[src/rtl/mult_div_unit.sv]
// Iterative multiply/divide unit owning the HI/LO special registers.
// The unit runs a WIDTH-step shift-add multiply or restoring divide on operand
// magnitudes, applies the sign correction in ADJUST, and then commits the
// result to hi/lo on the following edge together with a one-cycle done pulse.
module mult_div_unit #(
  parameter int WIDTH = 32
) (
  input  logic             clk,
  input  logic             reset,
  input  logic             start,
  input  logic [1:0]       op,
  input  logic [WIDTH-1:0] rs_data,
  input  logic [WIDTH-1:0] rt_data,
  input  logic             mthi,
  input  logic             mtlo,
  output logic [WIDTH-1:0] hi,
  output logic [WIDTH-1:0] lo,
  output logic             busy,
  output logic             done
);

  localparam int CW = $clog2(WIDTH) + 1;

  typedef enum logic [1:0] {
    IDLE   = 2'd0,
    CALC   = 2'd1,
    ADJUST = 2'd2
  } state_t;

  state_t           state;
  state_t           stateNext;
  logic [CW-1:0]    counter;
  logic [1:0]       opReg;
  logic             signA;
  logic             signB;
  logic [WIDTH-1:0] origA;
  logic [WIDTH-1:0] addend;   // multiplicand magnitude or divisor magnitude
  logic [WIDTH-1:0] accHi;    // product upper half / partial remainder
  logic [WIDTH-1:0] accLo;    // multiplier bits / dividend-quotient bits
  logic [WIDTH-1:0] resHi;
  logic [WIDTH-1:0] resLo;
  logic             wbPending;

  // Control decode
  logic loadOps;
  logic doIter;
  logic doAdjust;
  logic hostWrHi;
  logic hostWrLo;

  // Operand preparation at start
  logic             inSigned;
  logic             negA;
  logic             negB;
  logic [WIDTH-1:0] magA;
  logic [WIDTH-1:0] magB;

  // Iteration and adjust datapath
  logic             isDiv;
  logic             isSigned;
  logic [WIDTH:0]   mulSum;
  logic [WIDTH:0]   divShift;
  logic [WIDTH+1:0] divDiff;
  logic [WIDTH-1:0] iterHi;
  logic [WIDTH-1:0] iterLo;
  logic [2*WIDTH-1:0] negProduct;
  logic [WIDTH-1:0] adjHi;
  logic [WIDTH-1:0] adjLo;

  // State register
  // NOTE: clocked state uses non-blocking (<=) so every register samples the
  // pre-edge values of the others; blocking (=) here would create order-dependent races.
  always_ff @(posedge clk) begin
    if (reset) state <= IDLE;
    else       state <= stateNext;
  end

  // Next-state logic: CALC runs until the counter steps from 1 to 0
  // NOTE: every signal assigned in a combinational block gets a default first,
  // otherwise an uncovered path would infer a latch.
  always_comb begin
    stateNext = state;
    case (state)
      IDLE:    if (start) stateNext = CALC;
      CALC:    if (counter == CW'(1)) stateNext = ADJUST;
      ADJUST:  stateNext = IDLE;
      default: stateNext = IDLE;
    endcase
  end

  // Output/control decode: start has priority over mthi/mtlo in IDLE
  always_comb begin
    loadOps  = (state == IDLE) && start;
    hostWrHi = (state == IDLE) && !start && mthi;
    hostWrLo = (state == IDLE) && !start && mtlo;
    doIter   = (state == CALC);
    doAdjust = (state == ADJUST);
  end

  // Operand magnitudes and recorded signs for the op being started
  always_comb begin
    inSigned = ~op[0];
    negA     = inSigned & rs_data[WIDTH-1];
    negB     = inSigned & rt_data[WIDTH-1];
    magA     = negA ? -rs_data : rs_data;
    magB     = negB ? -rt_data : rt_data;
  end

  // One multiply or restoring-divide step on the shared accumulator
  always_comb begin
    isDiv    = opReg[1];
    isSigned = ~opReg[0];
    mulSum   = {1'b0, accHi} + (accLo[0] ? {1'b0, addend} : '0);
    divShift = {accHi, accLo[WIDTH-1]};
    divDiff  = {1'b0, divShift} - {2'b00, addend};
    if (isDiv) begin
      if (!divDiff[WIDTH+1]) begin
        iterHi = divDiff[WIDTH-1:0];
        iterLo = {accLo[WIDTH-2:0], 1'b1};
      end else begin
        iterHi = divShift[WIDTH-1:0];
        iterLo = {accLo[WIDTH-2:0], 1'b0};
      end
    end else begin
      iterHi = mulSum[WIDTH:1];
      iterLo = {mulSum[0], accLo[WIDTH-1:1]};
    end
  end

  // Sign correction; divide by zero bypasses it and returns the raw dividend
  always_comb begin
    negProduct = -{accHi, accLo};
    adjHi      = accHi;
    adjLo      = accLo;
    if (isDiv) begin
      if (addend == '0) begin
        adjHi = origA;
        adjLo = '1;
      end else begin
        if (isSigned && (signA ^ signB)) adjLo = -accLo;
        if (isSigned && signA)           adjHi = -accHi;
      end
    end else if (isSigned && (signA ^ signB)) begin
      {adjHi, adjLo} = negProduct;
    end
  end

  // Datapath, result commit and HI/LO host writes
  always_ff @(posedge clk) begin
    if (reset) begin
      counter   <= '0;
      opReg     <= '0;
      signA     <= 1'b0;
      signB     <= 1'b0;
      origA     <= '0;
      addend    <= '0;
      accHi     <= '0;
      accLo     <= '0;
      resHi     <= '0;
      resLo     <= '0;
      wbPending <= 1'b0;
      hi        <= '0;
      lo        <= '0;
      busy      <= 1'b0;
      done      <= 1'b0;
    end else begin
      busy      <= (stateNext != IDLE);
      wbPending <= doAdjust;
      done      <= wbPending;

      if (loadOps) begin
        opReg   <= op;
        signA   <= negA;
        signB   <= negB;
        origA   <= rs_data;
        counter <= CW'(WIDTH);
        accHi   <= '0;
        if (op[1]) begin
          addend <= magB;
          accLo  <= magA;
        end else begin
          addend <= magA;
          accLo  <= magB;
        end
      end

      if (doIter) begin
        accHi   <= iterHi;
        accLo   <= iterLo;
        counter <= counter - CW'(1);
      end

      if (doAdjust) begin
        resHi <= adjHi;
        resLo <= adjLo;
      end

      if (wbPending) begin
        hi <= resHi;
        lo <= resLo;
      end
      // A host move in the commit cycle is the later instruction, so it wins.
      if (hostWrHi) hi <= rs_data;
      if (hostWrLo) lo <= rs_data;
    end
  end

endmodule
[config.mk]
export PLATFORM = sky130hd
export DESIGN_NAME = mult_div_unit
export DESIGN_NICKNAME = d
export VERILOG_FILES = /design/src/rtl/mult_div_unit.sv
export SDC_FILE = /design/constraint.sdc
export NUM_CORES = 1
export LEC_CHECK = 0
export BUFFER_PORTS_ARGS = -buffer_cell sky130_fd_sc_hd__buf_2
export CAP_MARGIN = 5
export CELL_PAD_IN_SITES_DETAIL_PLACEMENT = 0
export CELL_PAD_IN_SITES_GLOBAL_PLACEMENT = 2
export CORE_MARGIN = 2
export CORE_UTILIZATION = 39
export DETAILED_ROUTE_END_ITERATION = 8
export PLACE_DENSITY = 0.95
export SLEW_MARGIN = 40
export SYNTH_ARGS = -nofsm -noshare
export SYNTH_HDL_FRONTEND = slang
export SYNTH_SLANG_ARGS = --single-unit
[constraint.sdc]
create_clock -name clk -period 8.2 [get_ports clk]
set_input_delay 1.23 -clock clk [delete_from_list [all_inputs] [get_ports clk]]
set_output_delay 1.23 -clock clk [all_outputs]
set_load 0.005 [all_outputs]
Word-level counts from Yosys, hierarchy flattened
Cells that the tools add are included.
Widths: inputs -> output; s select.
{"block": "totals", "ff_bits": 271, "output_inout_bits": 66, "word_cells": 75, "input_bits": 71}
{"block": "op_classes", "n_reduce_logical": 13, "n_addsub": 8, "bitwise": 5, "eq_ne": 3, "muxes": 30}
{"operator": "$mux 32", "n": 24}
{"operator": "$neg 32->32", "n": 4}
{"operator": "$neg 64->64", "n": 1}
{"operator": "$sub 33x32->34", "n": 1}
{"operator": "$add 32x32->33", "n": 1}
{"operator": "$logic_not 32->1", "n": 1}
{"operator": "$mux 6", "n": 2}
{"operator": "$reduce_bool 2->1", "n": 4}
{"operator": "$eq 6x1->1 const B", "n": 1}
{"operator": "$logic_and 1x1->1", "n": 6}
{"operator": "$sub 6x1->6 const B", "n": 1}
{"operator": "$mux 2", "n": 2}
{"operator": "$pmux 2 s2", "n": 1}
{"operator": "$and 1x1->1", "n": 2}
{"operator": "$eq 2x1->1 const B", "n": 1}
{"operator": "$eq 2x2->1 const B", "n": 1}
{"operator": "$logic_not 2->1", "n": 1}
{"operator": "$not 1->1", "n": 2}
{"operator": "$logic_not 1->1", "n": 1}
{"operator": "$mux 1", "n": 1}
{"operator": "$xor 1x1->1", "n": 1}

Longest topological paths before layout
{"block": "logic_depth", "depth_word": 6, "ltp_mapped": 14, "ltp_nobuf": 13}

Least setup slack after synthesis
OpenSTA, ideal clock, no wires.
{"block": "synth_timing", "kind": "input -> register", "from": "input rs_data[10]", "to": "register accLo[27]", "path_buffers": 1, "setup_slack_ns": 4.734, "t_required_ns": 8.105, "setup_time_ns": 0.095, "arrival_ns": 3.370, "path_stages": 10, "path_cell_list": "clkbuf_1 > or4_1 > nor4_2 > nand2_1 > nor3_2 > a31oi_1 > xor2_1 > nor2b_1 > a21oi_1 > a221oi_1"}
{"block": "synth_via", "elab_chain_cells": 5}
{"element": "from (decl)", "line_no": "12", "rtl": "input logic [WIDTH-1:0] rs_data,"}
{"element": "$neg 32->32", "line_no": "105", "rtl": "magA = negA ? -rs_data : rs_data;"}
{"element": "$mux 32", "line_no": "105"}
{"element": "$mux 32", "line_no": "178", "rtl": "if (op[1]) begin"}
{"element": "$mux 32", "line_no": "171", "rtl": "if (loadOps) begin"}
{"element": "$mux 32", "line_no": "187", "rtl": "if (doIter) begin"}
{"element": "to (signal assigned)", "line_no": "180", "rtl": "accLo <= magA;"}
{"element": "to (signal assigned)", "line_no": "183", "rtl": "accLo <= magB;"}
{"element": "to (signal assigned)", "line_no": "189", "rtl": "accLo <= iterLo;"}
{"element": "to (decl)", "line_no": "39", "rtl": "logic [WIDTH-1:0] accLo;"}
Every way passes these cells. The select of a mux whose other input is x is not followed.
A chain may end at the register's enable or synchronous reset.

Final worst setup path
{"block": "layout_timing", "from": "register accLo[0]", "to": "register accHi[29]"}
{"block": "layout_via", "elab_chain_cells": 4}
{"element": "$mux 32", "line_no": "113", "rtl": "mulSum = {1'b0, accHi} + (accLo[0] ? {1'b0, addend} : '0);"}
{"element": "$add 32x32->33", "line_no": "113"}
{"element": "$mux 32", "line_no": "116", "rtl": "if (isDiv) begin"}
{"element": "$mux 32", "line_no": "187"}
{"element": "to (signal assigned)", "line_no": "188", "rtl": "accHi <= iterHi;"}
{"element": "to (decl)", "line_no": "38", "rtl": "logic [WIDTH-1:0] accHi;"}
Every way passes these cells.

==> out/summary.json <==
{
  "layout-area-overhead-vs-synth": {"value": 10.8, "unit": "%"},
  "post_drt_antenna_nets": {"value": 0},
  "postSynth.topFlopCell": {"value": "sky130_fd_sc_hd__dfxtp_1"},
  "fin_cells": {"value": 3166},
  "ff2ff_setup_slack": {"value": 4.08, "unit": "ns"},
  "critPathMaxStageDelay": {"value": 0.62, "unit": "ns"},
  "crit_path_start_kind": {"value": "register"},
  "netlist-cell-type-count": {"value": 79},
  "synth_top_area_share": {"value": 28.6, "unit": "%"},
  "setup_viol": {"value": 0},
  "cts_post_setup_buffers_inserted": {"value": 0},
  "drcViolationCount": {"value": 0},
  "ir_worst_vdd": {"value": 0.127, "unit": "mV"},
  "fin_tns_setup": {"value": 0, "unit": "ns"},
  "floorplan.io_pins": {"value": 137},
  "mappedNetlistNets": {"value": 2673},
  "yosys_register_bits": {"value": 271},
  "worstSetupPathType": {"value": "register to register"},
  "finalHoldViolations": {"value": 0},
  "globalRoute.totalOverflow": {"value": 0},
  "buffers_inverters_on_critical_path": {"value": 2},
  "internal-power": {"value": 2.66, "unit": "mW"},
  "synth-warning-count": {"value": 0},
  "cts_repair_resize_count": {"value": 0},
  "rows": {"value": 80},
  "setup.worst_path.start": {"value": "accLo[0]"},
  "clock_power_share": {"value": 37.2, "unit": "%"},
  "grt_antenna_before_repair": {"value": 4},
  "status": {"value": "complete, no violations"},
  "synthCells": {"value": 2530},
  "placement.io_buffers": {"value": 136},
  "firstDrtPassIters": {"value": 6},
  "drv_slew": {"value": 0},
  "tritoncts_num_sinks": {"value": 271},
  "htree_levels": {"value": 2},
  "period_utilization_post_route": {"value": 50.3, "unit": "%"},
  "grt_pass1_vias": {"value": 17700},
  "post_cts_hold_buffer_count": {"value": 0},
  "worstMarginPinSlew": {"value": 0.820, "unit": "ns"},
  "die_x": {"value": 225, "unit": "um"},
  "dpl.cell_count": {"value": 3106},
  "clk_latency": {"value": 0.55, "unit": "ns"},
  "cp_data_arrival_time": {"value": 4.51, "unit": "ns"},
  "power_frac_comb": {"value": 25.6, "unit": "%"},
  "maxCapViolations": {"value": 0},
  "cpMostUsedCell": {"value": "sky130_fd_sc_hd__o211ai_1"},
  "synthesis.area_per_instance": {"value": 7.51, "unit": "um^2"},
  "grt_start_max_net_pins": {"value": 82},
  "total_length_of_routed_wires": {"value": 71600, "unit": "um"},
  "pwr_density_cell": {"value": 193, "unit": "nW/um^2"},
  "critical_path_peak_fanout": {"value": 30},
  "floorplan.initialDensity": {"value": 39.6, "unit": "%"},
  "gp_congestion": {"value": 0.913},
  "die_height": {"value": 225, "unit": "um"},
  "wire_length_of_the_first_global_routing_pass": {"value": 108000, "unit": "um"},
  "clk_root_buffer_cell": {"value": "sky130_fd_sc_hd__clkbuf_16"},
  "placeableCoreArea": {"value": 47900, "unit": "um^2"},
  "power.switching_fraction": {"value": 34.4, "unit": "%"},
  "p_leak": {"value": 8.10, "unit": "nW"},
  "final_area": {"value": 21000, "unit": "um^2"},
  "post-place-ws": {"value": 4.19, "unit": "ns"},
  "synth_area_leader_cell": {"value": "sky130_fd_sc_hd__dfxtp_1"},
  "ys_async_sr_fraction": {"value": 0, "unit": "%"},
  "critical_path.endpoint_type": {"value": "register"},
  "p_seq_share": {"value": 37.2, "unit": "%"},
  "fin_crit": {"value": 4.12, "unit": "ns"},
  "r2r_path_start": {"value": "accLo[0]"},
  "timing.critical_path.cells": {"value": "inv_1, buf_4, nor2_1, ha_1, o211ai_1, a21oi_1, o211ai_1, a21boi_0, o21ai_0, a311oi_1, a31oi_1, xor2_1, o221ai_1"},
  "tritoncts": {"value": "done"},
  "drive_above_1_share": {"value": 10.9, "unit": "%"},
  "vias": {"value": 19000},
  "maxClockFrequency": {"value": 243, "unit": "MHz"},
  "clock_skew": {"value": 0.0309, "unit": "ns"},
  "die_area": {"value": 50500, "unit": "um^2"},
  "grt_util_all_layers": {"value": 27.6, "unit": "%"},
  "yosys-top-cells-area": {"value": "sky130_fd_sc_hd__dfxtp_1 29%, sky130_fd_sc_hd__a21oi_1 7.5%, sky130_fd_sc_hd__nor2_1 6.0%, sky130_fd_sc_hd__xnor2_1 5.8%, sky130_fd_sc_hd__mux2i_1 5.6%"},
  "detail_route.iter0.violations": {"value": 1605},
  "clock_path_buffers": {"value": 3},
  "slew_headroom": {"value": 45.0, "unit": "%"},
  "setup_ws": {"value": 4.08, "unit": "ns"},
  "worst_hold_slack": {"value": 0.453, "unit": "ns"},
  "post_drt_via_cell_ratio": {"value": 5.99},
  "number_of_inserted_diodes": {"value": 0},
  "setup_repair_after_global_routing_missed_its_margin": {"value": "no"},
  "synth_area": {"value": 19000, "unit": "um^2"},
  "fin_nets": {"value": 2670},
  "n_fill_cell": {"value": 4869},
  "synth_seq_area_share": {"value": 28.6, "unit": "%"},
  "worst_setup_hold_path_clk_slew": {"value": 0.06, "unit": "ns"},
  "hold_path_class": {"value": "register to register"},
  "wl_per_cell": {"value": 22.6, "unit": "um"},
  "cell_class_contributing_the_biggest_share_of_worst_path_delay": {"value": "compound AO/OA/AOI/OAI gates"},
  "postPlaceCellArea": {"value": 19900, "unit": "um^2"},
  "cts_buffers": {"value": 34},
  "power.switching": {"value": 1.40, "unit": "mW"},
  "min_from": {"value": "resHi[7]"},
  "worst-endpoint-required": {"value": 8.59, "unit": "ns"},
  "critical_path.slowest_cell": {"value": "sky130_fd_sc_hd__a311oi_1"},
  "hpwl": {"value": 52400, "unit": "um"},
  "post_synth_edffs": {"value": 0}
}
-- per-layer routing --
metal	vias to the layer above	global-route usage (%)	wire [um]
li1	9035	-	-
met1	9093	36.2	30400
met2	679	45.3	33500
met3	150	3.16	4140
met4	2	12.6	3450
met5	-	0	11
-- path summary, 6_finish.rpt --
check | end | cells after the start
worst max-delay path | accHi[29] | 13
worst min-delay path | resHi[7] | 2
worst max register to register | accHi[29] | 13
worst min register to register | resHi[7] | 2
-- power groups by stage --
stage	clock network [mW]	logic, mW	registers, mW
global route	1.58	1.12	1.52
global placement	0	1.01	1.53
CTS	1.52	1.02	1.51
detailed placement	0	1.02	1.54
floorplan	0	0.739	1.48
finish	1.51	1.04	1.51
-- synth_stat cells (70+ instances only) --
cell type	number
sky130_fd_sc_hd__nand2_1	253
sky130_fd_sc_hd__inv_1	70
sky130_fd_sc_hd__xnor2_1	125
sky130_fd_sc_hd__a211oi_1	133
sky130_fd_sc_hd__a21oi_1	284
sky130_fd_sc_hd__mux2i_1	107
sky130_fd_sc_hd__ha_1	70
sky130_fd_sc_hd__o21ai_0	164
sky130_fd_sc_hd__clkbuf_1	169
sky130_fd_sc_hd__xor2_1	74
sky130_fd_sc_hd__dfxtp_1	271
sky130_fd_sc_hd__nor2_1	303
-- cell families (layout without fill, tap and decap cells) --
| kind of cell | count (synthesis) | count (layout) | synth area share (%) |
|---|---|---|---|
| compound gates | 815 | 815 | 26.7 |
| xor+xnor | 199 | 199 | 9.18 |
| fa+ha+maj | 72 | 72 | 4.82 |
| buf+inv | 274 | 295 | 5.72 |
| flops | 271 | 271 | 28.6 |
| mux | 111 | 111 | 5.88 |
| simple gates | 788 | 788 | 19.1 |
-- sequential cells by signal, summed over array words and instances (netlist names) --
register,cells
lo,32
hi,32
done,1
state,2
resLo,32
accLo,32
busy,1
addend,32
wbPending,1
origA,32
signA,1
signB,1
opReg,2
counter,6
accHi,32
resHi,32
-- area by class of cell --
cell class	count	area (um^2)	area share [%]
well taps	615	769	3.66
clock buffers	52	1020	4.84
flip-flops and latches	271	5430	25.8
repair buffers	163	918	4.36
inverters	72	270	1.28
multi-input cells	1985	12500	59.6
clock inverters	8	86.3	0.410
-- stage by stage --
| step | power (mW) | utilization (%) |
|---|---|---|
| finish | 4.06 | 43.9 |
| global route | 4.22 | 43.9 |
| CTS | 4.05 | 43.9 |
| detailed placement | 2.55 | 41.6 |
| global placement | 2.54 | 41.4 |
| floorplan | 2.22 | - |
-- worst min-delay path: stages (launching register included) --
cell and delay (ns):
sky130_fd_sc_hd__dfxtp_1 0.31, sky130_fd_sc_hd__nand2_1 0.05, sky130_fd_sc_hd__a21oi_1 0.05
-- cell usage in the layout, fill, tap and decap left out, types with 11 or more instances in the layout --
cell / Yosys / final
sky130_fd_sc_hd__buf_4: 4 / 24
sky130_fd_sc_hd__or3_1: 12 / 12
sky130_fd_sc_hd__clkbuf_16: 0 / 34
sky130_fd_sc_hd__and3_1: 12 / 12
sky130_fd_sc_hd__o21a_1: 14 / 14
sky130_fd_sc_hd__o21ai_0: 164 / 164
sky130_fd_sc_hd__mux2i_1: 107 / 107
sky130_fd_sc_hd__nand2b_1: 21 / 20
sky130_fd_sc_hd__nor3_1: 43 / 41
sky130_fd_sc_hd__and2_1: 12 / 11
sky130_fd_sc_hd__o211ai_1: 42 / 42
sky130_fd_sc_hd__nand4_1: 11 / 11
sky130_fd_sc_hd__o31ai_1: 12 / 12
sky130_fd_sc_hd__buf_2: 9 / 135
sky130_fd_sc_hd__nor2_1: 303 / 302
sky130_fd_sc_hd__ha_1: 70 / 70
sky130_fd_sc_hd__a21oi_1: 284 / 283
sky130_fd_sc_hd__dfxtp_1: 271 / 269
sky130_fd_sc_hd__a311oi_1: 11 / 11
sky130_fd_sc_hd__nor2b_1: 24 / 20
sky130_fd_sc_hd__a31oi_1: 32 / 32
sky130_fd_sc_hd__nand2_1: 253 / 250
sky130_fd_sc_hd__xor2_1: 74 / 74
sky130_fd_sc_hd__nor4_1: 25 / 23
sky130_fd_sc_hd__nand3_1: 23 / 23
sky130_fd_sc_hd__xnor2_1: 125 / 125
sky130_fd_sc_hd__a211oi_1: 133 / 133
sky130_fd_sc_hd__inv_1: 70 / 70
sky130_fd_sc_hd__a21o_1: 22 / 21
Power figures use the tool's default switching activity.
